### src/rtl/led_shift_ctrl.sv
// Serial LED driver sequencer: shifts a parallel pattern out LSB-first on a divided
// shift clock, pulses the latch, and drives output-enable with a PWM brightness signal.
module led_shift_ctrl #(
    parameter int WIDTH    = 8,
    parameter int CLKDIV   = 2,
    parameter int PWM_BITS = 4
) (
    input  logic                clock,
    input  logic                reset,
    input  logic                wr_valid,
    output logic                wr_ready,
    input  logic [WIDTH-1:0]    wr_data,
    input  logic [PWM_BITS-1:0] bright,
    input  logic                blank,
    output logic                sclk,
    output logic                sdo,
    output logic                ltch,
    output logic                oe,
    output logic                done
);

    localparam int BW = $clog2(WIDTH + 1);
    localparam int DW = $clog2(CLKDIV + 1);
    localparam logic [BW-1:0] BITS_INIT = BW'(WIDTH);
    localparam logic [DW-1:0] DIV_INIT  = DW'(CLKDIV - 1);

    typedef enum logic [1:0] {
        S_IDLE,
        S_SHIFT,
        S_LATCH
    } state_t;

    state_t              r_state;
    logic [WIDTH-1:0]    r_shift;
    logic [BW-1:0]       r_bits;
    logic [DW-1:0]       r_div;
    logic                r_sclk;
    logic                r_sdo;
    logic                r_ltch;
    logic                r_done;
    logic                r_oe;
    logic [PWM_BITS-1:0] r_pwm_cnt;
    logic [PWM_BITS-1:0] r_bright_q;

    logic [WIDTH-1:0]    w_shift_next;
    logic [PWM_BITS-1:0] w_bright_eff;
    logic                w_ready;

    assign w_ready      = (r_state == S_IDLE);
    assign w_shift_next = r_shift >> 1;

    // The sclk register doubles as the phase flag: low phase while 0, high phase while 1.
    always_ff @(posedge clock or posedge reset) begin
        if (reset) begin
            r_state <= S_IDLE;
            r_shift <= '0;
            r_bits  <= '0;
            r_div   <= '0;
            r_sclk  <= 1'b0;
            r_sdo   <= 1'b0;
            r_ltch  <= 1'b0;
            r_done  <= 1'b0;
        end else begin
            r_done <= 1'b0;
            case (r_state)
                S_IDLE: begin
                    if (wr_valid && w_ready) begin
                        r_shift <= wr_data;
                        r_sdo   <= wr_data[0];
                        r_bits  <= BITS_INIT;
                        r_div   <= DIV_INIT;
                        r_sclk  <= 1'b0;
                        r_state <= S_SHIFT;
                    end
                end
                S_SHIFT: begin
                    if (r_div != '0) begin
                        r_div <= r_div - 1'b1;
                    end else begin
                        r_div <= DIV_INIT;
                        if (!r_sclk) begin
                            r_sclk <= 1'b1;
                        end else begin
                            // sdo only moves here, at the start of a low phase.
                            r_sclk  <= 1'b0;
                            r_shift <= w_shift_next;
                            r_sdo   <= w_shift_next[0];
                            r_bits  <= r_bits - 1'b1;
                            if (r_bits == BW'(1)) begin
                                r_state <= S_LATCH;
                                r_ltch  <= 1'b1;
                            end
                        end
                    end
                end
                S_LATCH: begin
                    if (r_div != '0) begin
                        r_div <= r_div - 1'b1;
                    end else begin
                        r_ltch  <= 1'b0;
                        r_done  <= 1'b1;
                        r_state <= S_IDLE;
                    end
                end
                default: r_state <= S_IDLE;
            endcase
        end
    end

    // At the wrap cycle the freshly sampled brightness is used so every period is uniform.
    assign w_bright_eff = (r_pwm_cnt == '0) ? bright : r_bright_q;

    always_ff @(posedge clock or posedge reset) begin
        if (reset) begin
            r_pwm_cnt  <= '0;
            r_bright_q <= '0;
            r_oe       <= 1'b0;
        end else begin
            r_pwm_cnt <= r_pwm_cnt + 1'b1;
            if (r_pwm_cnt == '0) begin
                r_bright_q <= bright;
            end
            r_oe <= !blank && (r_pwm_cnt < w_bright_eff);
        end
    end

    assign wr_ready = w_ready;
    assign sclk     = r_sclk;
    assign sdo      = r_sdo;
    assign ltch     = r_ltch;
    assign oe       = r_oe;
    assign done     = r_done;

endmodule

### config.mk
export PLATFORM = sky130hd
export DESIGN_NAME = led_shift_ctrl
export DESIGN_NICKNAME = d
export VERILOG_FILES = /design/src/rtl/led_shift_ctrl.sv
export SDC_FILE = /design/constraint.sdc
export NUM_CORES = 1
export LEC_CHECK = 0
export BUFFER_PORTS_ARGS = -buffer_cell sky130_fd_sc_hd__buf_4
export CAP_MARGIN = 20
export CORE_MARGIN = 2
export CORE_UTILIZATION = 53
export CTS_BUF_LIST = sky130_fd_sc_hd__clkbuf_8
export DETAILED_ROUTE_END_ITERATION = 12
export MAX_ROUTING_LAYER = met4
export PLACE_DENSITY = 0.78
export REMOVE_ABC_BUFFERS = 1
export SYNTH_ARGS = -nofsm -noshare
export SYNTH_HDL_FRONTEND = slang
export SYNTH_SLANG_ARGS = --single-unit
### constraint.sdc
create_clock -name clock -period 1.9 [get_ports clock]
set_input_delay 0.19 -clock clock [delete_from_list [all_inputs] [get_ports clock]]
set_output_delay 0.19 -clock clock [all_outputs]
set_load 0.05 [all_outputs]
---- After elaboration in Yosys (flattened, before gate mapping) ----
Cells that the tools add are included.
word-level totals
  flip-flop bits (word level) ............. 29
  latch bits .............................. 0
  bits in writable memories ............... 0
  ROM bits ................................ 0
  bits of input ports ..................... 16
  output and inout bits ................... 6
  word-level logic and storage cells ...... 71
  memories ................................ 0
cells by class
  add/sub/neg operators ................... 3
  multipliers ............................. 0
  div/mod/pow operators ................... 0
  order comparisons ....................... 1
  eq/ne operators ......................... 9
  shift-type cells ........................ 0
  mux-type cells .......................... 33
  bitwise logic cells ..................... 0
  reduce and logical (&&, ||, !) cells .... 14
operators with widths
  operator                                           count
  two-way mux 8 bit                                  3
  two-way mux 4 bit                                  4
  one-hot mux 8 bit (2 select lines)                 1
  two-way mux 2 bit                                  7
  two-way mux 1 bit                                  12
  one-hot mux 2 bit (3 select lines)                 2
  != test 2 bit (second input constant)              5
  AND reduction 5 bit                                2
  one-hot mux 4 bit (2 select lines)                 1
  one-hot mux 1 bit (2 select lines)                 3
  AND reduction 3 bit                                2
  nonzero test 2 bit                                 3
  adder 4 x 1 -> 4 bit (second input constant)       1
  == test 4 x 1 -> 1 bit (second input constant)     1
  logical NOT 4 bit                                  1
  < comparator 4 bit                                 1
  AND reduction 4 bit                                1
  subtractor 4 x 1 -> 4 bit (second input constant)  1
  nonzero test 3 bit                                 1
  == test 2 x 1 -> 1 bit (second input constant)     1
  == test 2 bit (second input constant)              1
  logical AND 1 bit                                  2
  logical NOT 2 bit                                  1
  != test 2 x 1 -> 1 bit (second input constant)     1
  2 further kinds                                    2

---- Depth between registers and ports, before layout ----
Gate-level depths: netlist (run 1).
  word-level depth ........................ 5
  depth in mapped cells ................... 9
  depth with buffers taken out ............ 9

---- Worst setup path before layout (run 1) ----
No wires, ideal clock.
  path type ............................... register -> register
  start ................................... reg r_pwm_cnt[0]
  end ..................................... reg r_oe (netlist: oe)
  library setup time ...................... 0.064 ns
  arrival time ............................ 1.973 ns
  required time ........................... 1.836 ns
  setup slack ............................. -0.137 ns
  stages on the path, launching flop included .. 10
  buffers on the path ..................... 0
  clock period less this slack ............ 2.037 ns
  cells stage by stage .................... dfrtp_1 > inv_1 > ha_1 > nor3b_4 > mux2_2 > inv_1 > ha_1 > or2_2 > a31oi_1 > a21o_1
on the way
  longest elaborated chain between the ends .. 4
ends and longest elaborated chain
  what                      line  text
  start: declaration        42    logic [PWM_BITS-1:0] r_pwm_cnt;
  start signal: assignment  119   r_pwm_cnt <= r_pwm_cnt + 1'b1;
  logical NOT 4 bit         111   assign w_bright_eff = (r_pwm_cnt == '0) ? bright : r_bright_q;
  two-way mux 4 bit         n/a
  net w_bright_eff[1]       46    logic [PWM_BITS-1:0] w_bright_eff;
  < comparator 4 bit        123   r_oe <= !blank && (r_pwm_cnt < w_bright_eff);
  logical AND 1 bit         123
  end signal: assignment    123
  end: declaration          41    logic r_oe;
The timed path passes the listed nets, and every way through them passes these cells.
A chain may end at the register's enable or synchronous reset.

---- Worst setup path in the final report (run 1) ----
  start ................................... reg r_pwm_cnt[0]
  end ..................................... reg r_oe (netlist: oe)
on the way
  longest elaborated chain between the ends .. 4
ends and longest elaborated chain
  what                    line
  logical NOT 4 bit       111
  two-way mux 4 bit       n/a
  < comparator 4 bit (*)  123
  logical AND 1 bit (*)   123
Every way passes the cells marked *; elsewhere a longest branch is shown, timed or not.

==> results of run 1 <==
worst max-delay path by stage:
stage / startpoint / endpoint / cells after the start
2_1_floorplan: r_state[1] / r_bits[2] / 6
3_3_place_gp: r_pwm_cnt[0] / oe / 9
3_5_place_dp: r_pwm_cnt[0] / oe / 9
4_1_cts: r_pwm_cnt[1] / oe / 8
5_1_grt: r_pwm_cnt[0] / oe / 8
6_report: r_pwm_cnt[0] / oe / 8
logic make-up after synthesis:
family,Yosys count,synth area share (%)
compound gates,34,15.8
mux,12,8.15
buf+inv,24,6.98
fa+ha+maj,13,10.8
xor+xnor,2,1.16
simple gates,30,10.6
flops,28,46.6
metrics by stage:
| stage | hold WS [ps] | cell area [um^2] | worst slack (ps) | setup TNS, ps | cells |
|---|---|---|---|---|---|
| final | 120 | 1900 | -156 | -156 | 213 |
| after global placement | 277 | 1750 | -119 | -119 | 201 |
| after global routing | 141 | 1900 | -276 | -276 | 213 |
| after floorplan | 255 | 1470 | -378 | -2630 | 138 |
| after CTS | 118 | 1880 | -121 | -121 | 211 |
| after detailed placement | 287 | 1750 | -193 | -193 | 201 |
cell usage in the layout, fill, tap and decap left out, types with 2 or more instances in the layout:
cell	instances
inv_1	16
nand2_1	4
nor3_1	2
mux2i_1	9
dfrtp_1	28
inv_2	3
a31oi_1	5
nand3_1	4
a21o_1	2
o21ai_0	7
clkbuf_8	4
buf_4	39
nor2_1	11
ha_1	11
a21oi_1	10
worst max-delay path, stage by stage, from the launching register on:
cell     delay, ps
dfrtp_1        410
inv_2           80
ha_4           120
nor3b_4        250
mux2i_1        280
ha_1           280
a211o_1        290
nor3_2         170
a21o_1         120
layer usage:
| metal | vias to the layer above | GRT usage (%) | wire [um] |
|---|---|---|---|
| met2 | 19 | 34.2 | 1460 |
| li1 | 571 | - | - |
| met3 | 4 | 2.72 | 82 |
| met4 | 0 | 6.98 | 33 |
| met1 | 554 | 24.7 | 1320 |
| met5 | - | - | 0 |
repair_timing:
| item | 4_1_cts | 5_1_grt |
|---|---|---|
| gates resized for setup | 7 | 2 |
| hold buffers | 1 | 0 |
| setup endpoints to repair | 1 | 1 |
| setup buffers | 5 | 2 |
| hold endpoints to repair | 28 | 0 |
| pin swaps | 6 | 1 |
flip-flops by register name, summed over array words and instances (netlist names):
| signal | count |
|---|---|
| done | 1 |
| ltch | 1 |
| oe | 1 |
| r_bits | 4 |
| r_bright_q | 4 |
| r_div | 2 |
| r_pwm_cnt | 4 |
| r_shift | 8 |
| r_state | 2 |
| sclk | 1 |
layout make-up:
type                    instances  area [um^2]
repair buffers                 40          303
inverters                      19         71.3
clock buffers                   4         55.1
flip-flops and latches         28          701
multi-input cells              91          736
fillers                       195          830
well taps                      31         38.8
power by group through the flow:
stage          sequential [W]  combinational (W)  clock, W
2_1_floorplan        0.000991           0.000822         0
3_3_place_gp         0.000901            0.00121         0
3_5_place_dp         0.000911            0.00125         0
4_1_cts              0.000899            0.00127  0.000383
5_1_grt              0.000921            0.00140  0.000412
6_report             0.000900            0.00126  0.000370
==> reports/metrics.yaml, run 1 <==
synthTopCellsByCount: "28 x dfrtp_1, 18 x inv_1, 13 x ha_1"
die_w_um: 57.3
crit_fanout: 3
power_switching_w: 0.00105
antenna_found_initial: 0
worst_slack_ps: -156
reg2regPathDepth: 8
die_area_mm2: 0.00328
pwr-share-comb_pct: 49.8
hp-start: "wr_data[7]"
p_int_w: 0.00147
cts_htree_levels: 1
violations: "setup timing"
synth-async-reset-ratio_pct: 100
synth_area_mm2: 0.00151
sequentialPowerShare_pct: 35.6
syn_inst: 143
drt-initial-drc-count: 24
cts.reportedPaths.clkPinSlew_ps: 90
cp.required_ps: 2120
start_kind: "register"
first_global_vias: 1163
cts_root_buffer: "clkbuf_8"
p_leak_nw: 0.938
timing.rr.end: "oe"
period_share_pct: 108
yosys-top-cells-area: "dfrtp_1 47%, ha_1 11%, mux2i_1 6.7%, inv_1 4.5%, a21oi_1 3.3%"
slew_violations: 0
post-synth-top-count-cell: "dfrtp_1"
clockPowerShare_pct: 14.6
skew_ps: 2.45
worstPathArrival_ps: 2270
setup_viol: 1
rrSetupSlack_ps: -160
fin_nets: 212
io_buffers: 21
ant_nets: 0
vias: 1148
ys.flop_type: "dfrtp_1"
dr.pass1.iters: 4
die_h_um: 57.3
ys_seq_elements: 28
ys_seq_area_share_pct: 46.6
avgSynthCellArea_um2: 10.5
grt_pass1_wl_um: 4980
holdPathStages: 3
cts_buffers: 3
powerDensity_mw_per_mm2: 1330
synth_cell_types: 37
relSlewSlack_pct: 74.2
cts_sinks: 28
min_period_ps: 2060
clockBufferDepth: 2
dp_hpwl_um: 2010
drc: 0
synth_warnings: 0
syn_to_final_growth_pct: 26.5
grt-ovfl-total: 0
fmax_ghz: 0.486
grt.total_usage_pct: 20.1
core_area_mm2: 0.00273
status: "complete, but fails checks"
start_util_pct: 55.1
p_total_w: 0.00253
fp-row-count: 19
min_path_type: "input port to register"
via_per_inst: 5.39
r2r_start: "r_pwm_cnt[0]"
gp_congestion: 0.822
num_io_pins: 22
finalHoldViolCount: 0
holdPathEnd: "r_shift[7]"
tightest_slew_ps: 385
grt_start_max_net_pins: 29
worstSkewPairLatency_ps: 270
synth_edf_count: 0
p_sw_share_pct: 41.7
tritoncts: "built"
final_core_util_pct: 69.7
synth_area_leader_cell: "dfrtp_1"
drv_cap: 0
rsz0062_at_grt: "true"
drive_gt1_share_pct: 31.9
routedWlPerCell_um: 13.6
peakVddDrop_mv: 1.06
routed_wl_um: 2900
critical_path_class: "register to register"
diodes: 0
critPathCaptureType: "register"
yosysTopAreaCellShare_pct: 46.6
(Power assumes the default switching activity.)
==> run 2, diff against run 1 <==
--- a/config.mk
+++ b/config.mk
@@ -8,11 +8,11 @@
 export BUFFER_PORTS_ARGS = -buffer_cell sky130_fd_sc_hd__buf_4
 export CAP_MARGIN = 20
 export CORE_MARGIN = 2
-export CORE_UTILIZATION = 53
+export CORE_UTILIZATION = 63
 export CTS_BUF_LIST = sky130_fd_sc_hd__clkbuf_8
 export DETAILED_ROUTE_END_ITERATION = 12
 export MAX_ROUTING_LAYER = met4
-export PLACE_DENSITY = 0.78
+export PLACE_DENSITY = 0.87
 export REMOVE_ABC_BUFFERS = 1
 export SYNTH_ARGS = -nofsm -noshare
 export SYNTH_HDL_FRONTEND = slang
==> constraint.sdc (replaced) <==
create_clock -name clock -period 2.63 [get_ports clock]
set_input_delay 0.263 -clock clock [delete_from_list [all_inputs] [get_ports clock]]
set_output_delay 0.263 -clock clock [all_outputs]
set_load 0.05 [all_outputs]
==> run 2 against run 1 <==
  * The run now ends clean
  * Clock-buffer cell count unchanged
  * Worst setup slack better by 570 ps
  * Non-clock buffer count down 16
  * Utilization increased by 8.3 points
  * Final area decreased by 8.5%
  * Combinational power fell by 30%
  * Via count down 3.8%
  * Clock skew fell by 1.1 ps
  * Register-to-register slack better by 570 ps
  * Highest routed layer unchanged
==> reports/metrics.yaml, run 2 (same netlist as run 1, synthesis figures left out) <==
critical_path_class: "register to register"
rsz0062_at_grt: "false"
powerDensity_mw_per_mm2: 1030
grt-ovfl-total: 0
tritoncts: "built"
cts_sinks: 28
drc: 0
postCtsHoldBufs: 0
io_buffers: 21
grt.total_usage_pct: 25.2
multi_input_area_um2: 699
core_area_mm2: 0.00223
grt_pass1_wl_um: 4860
finalHoldViolCount: 0
drt-initial-drc-count: 12
cp.required_ps: 2850
diodes: 0
largest_register: "r_shift"
num_io_pins: 22
slew_violations: 0
drv_cap: 0
setup_viol: 0
drive_gt1_share_pct: 22.3
die_area_mm2: 0.00280
critPathCaptureType: "register"
worstPathArrival_ps: 2440
post-cts-setup-buffers: 0
die_w_um: 52.9
cts.reportedPaths.clkPinSlew_ps: 90
ctsResizeCount: 0
vias: 1104
grt_start_max_net_pins: 29
routed_wl_um: 2710
die_h_um: 52.9
min_path_type: "input port to asynchronous set/reset pin"
fin_nets: 196
seq_area_um2: 701
dp_hpwl_um: 1940
fp-row-count: 17
first_global_vias: 1117
largest_reg_flops: 8
gp_congestion: 0.802
status: "complete, no violations"
ant_nets: 0
min_period_ps: 2220
antenna_found_initial: 0
worst_slack_ps: 412
via_per_inst: 5.69
final_cell_mix: "28 x dfrtp_1, 24 x buf_4, 18 x inv_1"
fillers: 149
clockBufferDepth: 2
syn_to_final_growth_pct: 15.7
tightest_slew_ps: 452
post-place-ws_ps: 433
cts_htree_levels: 1
start_util_pct: 67.4
peakVddDrop_mv: 0.887
worstSkewPairLatency_ps: 280
final_common_cell: "dfrtp_1"
fmax_ghz: 0.451
dr.pass1.iters: 4
start_kind: "register"
crit_fanout: 4
cts_buffers: 3
routedWlPerCell_um: 13.9
p_total_w: 0.00180
skew_ps: 1.31
cts_root_buffer: "clkbuf_8"
period_share_pct: 84.3
relSlewSlack_pct: 69.9
p_leak_nw: 0.851
tns_ps: 0
-- run 2: worst max-delay path: stages (launching register included) --
cell	delay (ps)
dfrtp_1	420
inv_1	100
ha_1	170
nor3b_4	290
mux2_2	390
inv_1	60
ha_1	210
or2_2	260
a31oi_1	170
a21o_1	100
-- run 2: worst paths after layout --
path | to | slack, ps | depth (start not counted) | startpoint
max reg2reg | oe | 410 | 9 | r_pwm_cnt[0]
min | r_div[0] | 40 | 3 | reset
max | oe | 410 | 9 | r_pwm_cnt[0]
max in group asynchronous | r_state[0] | 2330 | 3 | reset
min reg2reg | r_bright_q[2] | 510 | 2 | r_bright_q[2]
min in group clock | r_shift[7] | 200 | 3 | wr_data[7]
-- run 2: area by class of cell --
cell class | instances | area share (%)
repair buffers | 24 | 10.3
well taps | 28 | 2.01
inverters | 19 | 4.09
flip-flops and latches | 28 | 40.2
clock buffers | 4 | 3.16
multi-input cells | 91 | 40.2
-- run 2: where the power goes --
part           internal (W)  total [W]  switching, W
clock network      0.000134   0.000267      0.000133
logic              0.000350   0.000884      0.000534
registers          0.000558   0.000650     0.0000917
-- run 2: routing by layer --
layer	share of wire [%]	vias to the layer above	global-route usage (%)	routed length, um
li1	-	538	-	-
met1	44	539	31.7	1200
met2	50	18	39.0	1360
met3	3.0	9	4.80	80
met4	2.5	0	13.2	68
met5	0	-	-	0
-- run 2: per-stage QoR --
stage               instances  hold slack [ps]  instance area (um^2)  utilization, %
floorplan                 138              328                  1470               -
global placement          190              349                  1690            75.5
detailed placement        190              354                  1690            75.5
CTS                       194             50.8                  1740            78.0
global route              194             66.0                  1740            78.0
finish                    194             35.2                  1740            78.0
==> run 3, diff against run 2 <==
--- a/config.mk
+++ b/config.mk
@@ -8,11 +8,11 @@
 export BUFFER_PORTS_ARGS = -buffer_cell sky130_fd_sc_hd__buf_4
 export CAP_MARGIN = 20
 export CORE_MARGIN = 2
-export CORE_UTILIZATION = 63
+export CORE_UTILIZATION = 58
 export CTS_BUF_LIST = sky130_fd_sc_hd__clkbuf_8
 export DETAILED_ROUTE_END_ITERATION = 12
 export MAX_ROUTING_LAYER = met4
-export PLACE_DENSITY = 0.87
+export PLACE_DENSITY = 0.81
 export REMOVE_ABC_BUFFERS = 1
 export SYNTH_ARGS = -nofsm -noshare
 export SYNTH_HDL_FRONTEND = slang
==> constraint.sdc (replaced) <==
create_clock -name clock -period 2.1 [get_ports clock]
set_input_delay 0.21 -clock clock [delete_from_list [all_inputs] [get_ports clock]]
set_output_delay 0.21 -clock clock [all_outputs]
set_load 0.05 [all_outputs]
==> run 3 against run 2 <==
  * The flow now finishes with violations (hold timing)
  * Utilization fell by 3.1 points
  * Final area rose by 6.5%
  * First-iteration DRC count is 130% higher
  * Clock power grew 62%
  * Total power grew 34%
  * Global-route usage shrank 1.5 points
  * Clock skew increased by 9.0 ps
  * Wire length grew 16%
  * Sequential power grew 26%
  * Flip-flop and latch count unchanged
  * Non-clock buffer count rose by 7
  * Register-to-register slack lost 400 ps
  * Critical path type unchanged
  * Largest cell class is now multi-input gates
  * Largest power group unchanged
==> reports/metrics.yaml, run 3 (same netlist as run 1, synthesis figures left out) <==
violations: "hold timing"
cp_cell_sequence: "inv_2 > ha_4 > nor3b_4 > mux2i_1 > ha_1 > a211o_1 > a31oi_2 > a21o_1"
drc: 0
routed_wl_um: 3130
clockBufferDepth: 2
clockPowerShare_pct: 17.9
syn_to_final_growth_pct: 23.3
relSlewSlack_pct: 71.7
critPathCaptureType: "register"
fmax_ghz: 0.479
die_area_mm2: 0.00302
peakVddDrop_mv: 0.878
reg2regPathDepth: 8
core_area_mm2: 0.00248
tritoncts: "built"
fp-row-count: 18
largest_reg_flops: 8
routedWlPerCell_um: 15.4
tightest_slew_ps: 425
via_per_inst: 5.63
timing.rr.end: "oe"
holdWs_ps: -15.4
start_util_pct: 60.8
skew_ps: 10.3
largest_register: "r_shift"
seq_area_um2: 701
start_kind: "register"
die_h_um: 54.9
power_switching_w: 0.00100
crit_buf_inv: 1
r2r_start: "r_pwm_cnt[0]"
pwr-share-comb_pct: 48.1
diodes: 0
sequentialPowerShare_pct: 34.0
rrSetupSlack_ps: 10
critPathMaxStageDelay_ps: 400
num_io_pins: 22
first_global_vias: 1154
cts_root_buffer: "clkbuf_8"
grt.total_usage_pct: 23.8
multi_input_area_um2: 742
finalHoldViolCount: 16
dr.pass1.iters: 4
antenna_found_initial: 0
fin_nets: 203
final_cell_mix: "31 x buf_4, 28 x dfrtp_1, 15 x inv_1"
critical_path_class: "register to register"
p_sw_share_pct: 41.5
crit_fanout: 3
grt-ovfl-total: 0
worstPathArrival_ps: 2310
cts.reportedPaths.clkPinSlew_ps: 100
p_int_w: 0.00141
final_common_cell: "buf_4"
dp_hpwl_um: 2000
die_w_um: 54.9
status: "complete, but fails checks"
drv_cap: 0
cts_htree_levels: 1
powerDensity_mw_per_mm2: 1300
period_share_pct: 99.5
p_leak_nw: 0.895
grt_pass1_wl_um: 4910
post-place-ws_ps: -12.3
cts_sinks: 28
worstSkewPairLatency_ps: 290
worst_slack_ps: 11.2
min_path_type: "input port to asynchronous set/reset pin"
setup_viol: 0
vias: 1143
rsz0062_at_grt: "true"
postCtsHoldBufs: 0
fillers: 173
p_total_w: 0.00241
gp_congestion: 0.837
slowest_stage: "dfrtp_1"
slew_violations: 0
grt_start_max_net_pins: 29
cts_buffers: 3
drive_gt1_share_pct: 30.1
io_buffers: 21
path_delay_family: "compound AO/OA/AOI/OAI gates"
cp.required_ps: 2320
ant_nets: 0
drt-initial-drc-count: 28
min_period_ps: 2090
==> run 3: cell types whose count changed in the layout (fill, tap and decap cells not counted), moves of 2 or more <==
cell	before	now
inv_1	18	15
inv_2	1	4
ha_1	13	11
buf_4	24	31
==> run 3: per-layer routing <==
| metal | vias to the layer above | track usage (%) | share of wire, % |
|---|---|---|---|
| li1 | 551 | - | - |
| met5 | - | - | 0 |
| met1 | 549 | 26.2 | 42 |
| met4 | 0 | 10.6 | 2.7 |
| met2 | 33 | 42.1 | 52 |
| met3 | 10 | 4.03 | 3.5 |
==> run 3: how the worst max path moves through the flow <==
| stage | startpoint | endpoint | slack (ps) | cells after the start |
|---|---|---|---|---|
| after detailed placement | r_pwm_cnt[0] | oe | -10 | 9 |
| after CTS | r_pwm_cnt[0] | oe | 10 | 9 |
| after floorplan | r_state[1] | r_bits[2] | -180 | 6 |
| after global routing | r_pwm_cnt[0] | oe | -50 | 10 |
| after global placement | r_pwm_cnt[0] | oe | 70 | 9 |
| final | r_pwm_cnt[0] | oe | 10 | 8 |
==> run 3: power by group through the flow <==
| stage | Clock, W | Sequential, W | Combinational, W |
|---|---|---|---|
| detailed placement | 0 | 0.000824 | 0.00113 |
| CTS | 0.000433 | 0.000817 | 0.00116 |
| global route | 0.000446 | 0.000835 | 0.00127 |
| global placement | 0 | 0.000813 | 0.00108 |
| floorplan | 0 | 0.000896 | 0.000743 |
| finish | 0.000432 | 0.000819 | 0.00116 |
==> run 3: area by class of cell <==
class                      count  area share [%]
tap                           30            2.02
sequential                    28            37.8
timing repair buffer          31            12.5
clock buffer                   3            2.23
multi-input combinational     91            40.0
inverter                      19            3.84
clock inverter                 1            1.62
==> run 3: repair_timing <==
| action | in CTS | in global routing |
|---|---|---|
| setup endpoints to repair | 1 | 1 |
| buffers inserted | 1 | 2 |
| pin swaps | 0 | 4 |
| gates resized for setup | 1 | 10 |
| gates cloned | 0 | 0 |
==> run 3: through the flow <==
stage | utilization (%) | instances | setup TNS, ps | hold WS (ps) | cell area [um^2]
final | 74.9 | 203 | 0 | -15.4 | 1860
after global routing | 74.9 | 203 | -49.6 | 28.8 | 1860
after CTS | 72.7 | 201 | 0 | 3.70 | 1800
after detailed placement | 69.4 | 196 | -12.3 | 315 | 1720
after global placement | 69.4 | 196 | 0 | 294 | 1720
after floorplan | - | 138 | -320 | 275 | 1470
==> run 3: worst min-delay path, delay by kind of cell <==
family                 cells  cell delay, ps
buffers and inverters      3             480
